$ cat src/rtl/change_expect_monitor.sv
// Change-expectation monitor: once armed, waits for the monitored bus to
// change within a programmable cycle window and reports pass/fail.
module change_expect_monitor #(
    parameter int WIDTH      = 1,
    parameter int CNT_W      = 16,
    parameter int EARLY_FAIL = 0
) (
    input  logic             clk,
    input  logic             rst_n,
    input  logic [WIDTH-1:0] sig,
    input  logic             arm,
    input  logic             abort,
    input  logic [CNT_W-1:0] win_min,
    input  logic [CNT_W-1:0] win_max,
    output logic             busy,
    output logic             done,
    output logic             pass,
    output logic             fail,
    output logic [2:0]       result_code,
    output logic [CNT_W-1:0] match_cnt
);

    localparam logic [2:0] RC_NONE    = 3'd0;
    localparam logic [2:0] RC_MATCH   = 3'd1;
    localparam logic [2:0] RC_TIMEOUT = 3'd2;
    localparam logic [2:0] RC_EARLY   = 3'd3;
    localparam logic [2:0] RC_BADWIN  = 3'd4;
    localparam logic [2:0] RC_ABORT   = 3'd5;

    localparam logic [CNT_W-1:0] CNT_ONE = CNT_W'(1);
    localparam logic [CNT_W-1:0] CNT_MAX = {CNT_W{1'b1}};

    typedef enum logic {
        IDLE = 1'b0,
        WAIT = 1'b1
    } state_t;

    state_t           state_q, state_d;
    logic [WIDTH-1:0] sig_q;
    logic [CNT_W-1:0] cnt_q, cnt_d;
    logic [CNT_W-1:0] min_q, min_d;
    logic [CNT_W-1:0] max_q, max_d;
    logic             done_q, done_d;
    logic             pass_q, pass_d;
    logic             fail_q, fail_d;
    logic [2:0]       code_q, code_d;
    logic [CNT_W-1:0] match_q, match_d;

    logic             changed;
    logic [CNT_W-1:0] k;
    logic             in_win;

    assign changed = (sig != sig_q);
    // Offset of the current edge; saturates so an unbounded wait never wraps.
    assign k       = (cnt_q == CNT_MAX) ? cnt_q : cnt_q + CNT_ONE;
    assign in_win  = (k >= min_q) && ((max_q == '0) || (k <= max_q));

    always_comb begin
        state_d = state_q;
        cnt_d   = cnt_q;
        min_d   = min_q;
        max_d   = max_q;
        done_d  = 1'b0;
        pass_d  = 1'b0;
        fail_d  = 1'b0;
        code_d  = code_q;
        match_d = match_q;
        unique case (state_q)
            IDLE: begin
                if (arm) begin
                    state_d = WAIT;
                    cnt_d   = '0;
                    min_d   = (win_min == '0) ? CNT_ONE : win_min;
                    max_d   = win_max;
                    code_d  = RC_NONE;
                    match_d = '0;
                end
            end
            WAIT: begin
                cnt_d = k;
                if (abort) begin
                    state_d = IDLE;
                    done_d  = 1'b1;
                    fail_d  = 1'b1;
                    code_d  = RC_ABORT;
                    match_d = k;
                end else if (k == CNT_ONE && max_q != '0 && max_q < min_q) begin
                    state_d = IDLE;
                    done_d  = 1'b1;
                    fail_d  = 1'b1;
                    code_d  = RC_BADWIN;
                    match_d = k;
                end else if (changed && k < min_q && EARLY_FAIL != 0) begin
                    state_d = IDLE;
                    done_d  = 1'b1;
                    fail_d  = 1'b1;
                    code_d  = RC_EARLY;
                    match_d = k;
                end else if (changed && in_win) begin
                    state_d = IDLE;
                    done_d  = 1'b1;
                    pass_d  = 1'b1;
                    code_d  = RC_MATCH;
                    match_d = k;
                end else if (max_q != '0 && k == max_q) begin
                    state_d = IDLE;
                    done_d  = 1'b1;
                    fail_d  = 1'b1;
                    code_d  = RC_TIMEOUT;
                    match_d = k;
                end
            end
            default: state_d = IDLE;
        endcase
    end

    always_ff @(posedge clk or negedge rst_n) begin
        if (!rst_n) begin
            state_q <= IDLE;
            sig_q   <= '0;
            cnt_q   <= '0;
            min_q   <= '0;
            max_q   <= '0;
            done_q  <= 1'b0;
            pass_q  <= 1'b0;
            fail_q  <= 1'b0;
            code_q  <= RC_NONE;
            match_q <= '0;
        end else begin
            state_q <= state_d;
            sig_q   <= sig;
            cnt_q   <= cnt_d;
            min_q   <= min_d;
            max_q   <= max_d;
            done_q  <= done_d;
            pass_q  <= pass_d;
            fail_q  <= fail_d;
            code_q  <= code_d;
            match_q <= match_d;
        end
    end

    assign busy        = (state_q == WAIT);
    assign done        = done_q;
    assign pass        = pass_q;
    assign fail        = fail_q;
    assign result_code = code_q;
    assign match_cnt   = match_q;

endmodule
$ cat config.mk
export PLATFORM = sky130hd
export DESIGN_NAME = change_expect_monitor
export DESIGN_NICKNAME = d
export VERILOG_FILES = /design/src/rtl/change_expect_monitor.sv
export SDC_FILE = /design/constraint.sdc
export NUM_CORES = 1
export LEC_CHECK = 0
export BUFFER_PORTS_ARGS = -buffer_cell sky130_fd_sc_hd__buf_2
export CELL_PAD_IN_SITES_DETAIL_PLACEMENT = 1
export CELL_PAD_IN_SITES_GLOBAL_PLACEMENT = 1
export CORE_MARGIN = 10
export CORE_UTILIZATION = 40
export CTS_CLUSTER_SIZE = 14
export DETAILED_ROUTE_END_ITERATION = 7
export PLACE_DENSITY_LB_ADDON = 0.08
export SYNTH_ARGS = -nofsm -noshare
export SYNTH_HDL_FRONTEND = slang
export SYNTH_SLANG_ARGS = --single-unit
$ cat constraint.sdc
create_clock -name clk -period 3.8 [get_ports clk]
set_clock_uncertainty 0.2 [all_clocks]
set_input_delay 0.38 -clock clk [delete_from_list [all_inputs] [get_ports clk]]
set_output_delay 0.38 -clock clk [all_outputs]
set_load 0.02 [all_outputs]
==> key figures <==
Run
  • Max-Cap Viols: 0

Cells and area
  • Finished Cell Area: 6840 sq um
  • Fin nets: 768
  • Layout Cells excl Fill: 833
  • Area of the multi-input gates: 3130 sq um
  • Layout area overhead: 46.6%
  • Reg area: 1810 sq um
  • Final cell utilization of the core: 0.599
  • Layout cells sized above 1: 0.409
  • # diodes: 0
  • Number of filler instances in the final layout: 1305

Floorplan
  • Die extent in x: 128 microns
  • Io pins: 60
  • Starting Density: 0.409
  • Die Area: 16400 sq um
  • Core Box Area: 11400 sq um
  • Vert. Die Dim: 128 microns
  • Row count: 39

Clock network
  • TritonCTS clock tree: done
  • TritonCTS Sinks: 72
  • Buffer depth of the longest clock path: 2
  • Root buf cell: clkbuf_16
  • Total CTS buffers: 9
  • Htree depth: 3
  • Worst-Skew Late Latency: 0.35 ns
  • Clk slew on worst S/H paths: 0.06 ns

Global route
  • GR Util All Layers: 0.225
  • Largest net degree at the start of global routing: 73
  • First-pass GRT wire length: 29.2 mm
  • Grt ovf: 0
  • Vias in the first global route: 5286
  • Initial antenna violation count: 0

Yosys
  • Synth Flop Type: dfrtp_1
  • Mapped cell area: 4670 sq um
  • #FFs+latches synth: 72
  • Most common cell in the synthesized netlist: nand2_1
  • Synth area leaders: dfrtp_1 (39%), ha_1 (12%), nand2_1 (6.8%)
  • Synth async-reset ratio: 1.00
  • Post-synth top area cell: dfrtp_1
  • Yosys top cell area share: 0.386
  • Leading cell types by count after synthesis: nand2_1 (84), dfrtp_1 (72), o21ai_0 (50)
  • Syn_nets: 600
  • Synth Instances: 517
  • Syn Area/Cell: 9.02 sq um
  • Post-synth EDFFs: 0
  • Synth warn: 0
  • Netlist cell types: 57
  • Post-synthesis sequential area ratio: 0.386

Worst setup path
  • Kind of start point of the critical path: flip-flop
  • WP buf/inv: 4
  • Crit end category: flip-flop
  • Crit path DAT: 4.07 ns
  • Type of the worst setup path: reg -> reg
  • Slowest stage delay, CP: 0.48 ns
  • Crit path cell chain: buf_6, ha_4, and3_4, nand2_4, nor2_4, mux2i_2, inv_2, buf_4, ha_1, nand2b_1, a211oi_1, nor4_4, nor2_4, o31ai_4, o31ai_4, buf_6, mux2_2
  • WP data required: 3.83 ns
  • Crit path max fanout: 5
  • Crit-path slowest cell: a211oi_1
  • CP top delay family: simple AND/OR/NAND/NOR gates

Timing
  • Hold Vio Cnt, Final: 0
  • Fmax: 247 MHz
  • Slew headroom: 0.453
  • Measured slew at the worst slew-check pin: 0.818 ns
  • Final WS setup: -0.244 ns
  • Tcrit/Tclk final: 1.06
  • Final Max Slew Viols: 0
  • Fin Hold WS: 0.0326 ns
  • Min Tclk post-route: 4.04 ns
  • RSZ-0062 raised after global routing: yes
  • # setup viols final: 22

Route
  • Post-DRT Antenna Nets: 0
  • Drt first pass iters: 6
  • Drc violations: 0
  • DR iter-0 viols: 256
  • DR vias/cell: 5.82
  • Via Count: 4852
  • Mean routed wirelength per cell: 22.7 microns
  • Routed wire length: 18.9 mm

Pwr
  • Psw: 1.82 mW
  • Clock network power share: 0.210
  • Seq pwr share: 0.278
  • Sw Ratio: 0.426
  • Internal power: 2.45 mW
  • Combinational power share: 0.513
  • Peak supply drop: 0.000388 V
  • PD cells: 624 nW/um^2
  • Static leakage: 3.30 nW

Outcome
  • Status: finished, violations left
  • Failing checks: negative setup slack

Place
  • Port bufs: 59
  • DP Area: 5730 sq um
  • Hpwl dp: 12.8 mm
  • Gpl congestion: 0.902
  • Inst Count DP: 783

Min path
  • HP Class: in -> reg
[layout by cell type (no fill, tap or decap), types with 6 or more instances in the layout]
master / netlist / layout
inv_1: 39 / 38
buf_6: 1 / 9
dfrtp_1: 72 / 68
nand2_1: 84 / 82
nand4_1: 14 / 14
o21ai_0: 50 / 45
mux2_2: 9 / 6
nor3_1: 8 / 6
nor2_1: 19 / 14
nor2b_1: 8 / 7
clkbuf_16: 0 / 9
o211ai_1: 14 / 14
ha_4: 0 / 12
ha_1: 46 / 33
buf_2: 3 / 59
a21oi_2: 0 / 7
nor4_1: 12 / 7
buf_4: 1 / 106
a21oi_1: 21 / 13
[power groups by stage]
stage | sequential (mW) | clock, mW | combinational (mW)
2_1_floorplan | 1.16 | 0 | 1.08
3_3_place_gp | 1.18 | 0 | 1.66
3_5_place_dp | 1.19 | 0 | 1.74
4_1_cts | 1.18 | 0.902 | 1.99
5_1_grt | 1.21 | 0.947 | 2.38
6_report | 1.19 | 0.894 | 2.19
[per-layer routing]
metal	track usage	vias to the layer above	wire, microns
li1	-	2214	-
met1	0.273	2441	8030
met2	0.380	152	9310
met3	0.0467	45	948
met4	0.0914	0	594
met5	0	-	0
[tightest hold or removal path, stage by stage]
cell and delay [ns]:
buf_2 0.07, nand2_1 0.05, nand2_1 0.05
[path summary, 6_finish.rpt]
check	from	cells past startpoint	slack [ns]	end
max in group asynchronous	rst_n	3	2.67	cnt_q[2]
min reg2reg	match_cnt[4]	2	0.33	match_cnt[4]
max	cnt_q[1]	17	-0.24	match_cnt[5]
max reg2reg	cnt_q[1]	17	-0.24	match_cnt[5]
min	win_max[0]	3	0.03	max_q[0]
min in group asynchronous	rst_n	3	0.40	min_q[13]
[per-stage QoR]
stage	setup TNS, ns	total power, mW	setup WS, ns
3_3_place_gp	-4.65	2.84	-0.261
2_1_floorplan	0	2.24	0.00157
4_1_cts	-0.414	4.07	-0.0648
6_report	-3.86	4.27	-0.244
5_1_grt	-5.60	4.53	-0.350
3_5_place_dp	-7.03	2.93	-0.388
[area by class of cell]
type	count	area share
Multi-Input combinational cell	384	0.457
Sequential cell	72	0.264
Timing Repair Buffer	179	0.186
Clock buffer	11	0.0370
Tap cell	143	0.0262
Inverter	39	0.0214
Clock inverter	5	0.00805
[state kept, by name (all words and copies together), names as in the netlist]
signal and cells:
fail 1, pass 1, result_code 3, cnt_q 16
done 1, sig_q 1, max_q 16, min_q 16
busy 1, match_cnt 16
[logic make-up after synthesis]
family / count (synthesis) / synth area share
mux: 14 / 0.0324
simple gates: 180 / 0.189
compound gates: 138 / 0.200
flops: 72 / 0.386
xor+xnor: 6 / 0.0158
buf+inv: 61 / 0.0526
fa+ha+maj: 46 / 0.123
[timing repair]
action,4_1_cts,5_1_grt
setup buffers,21,12
pin swaps,29,30
hold buffers,2,0
gates cloned,0,0
setup endpoints to repair,23,23
hold endpoints to repair,73,0
resized for setup,65,37
No activity file was read; power rests on OpenSTA's default activity.
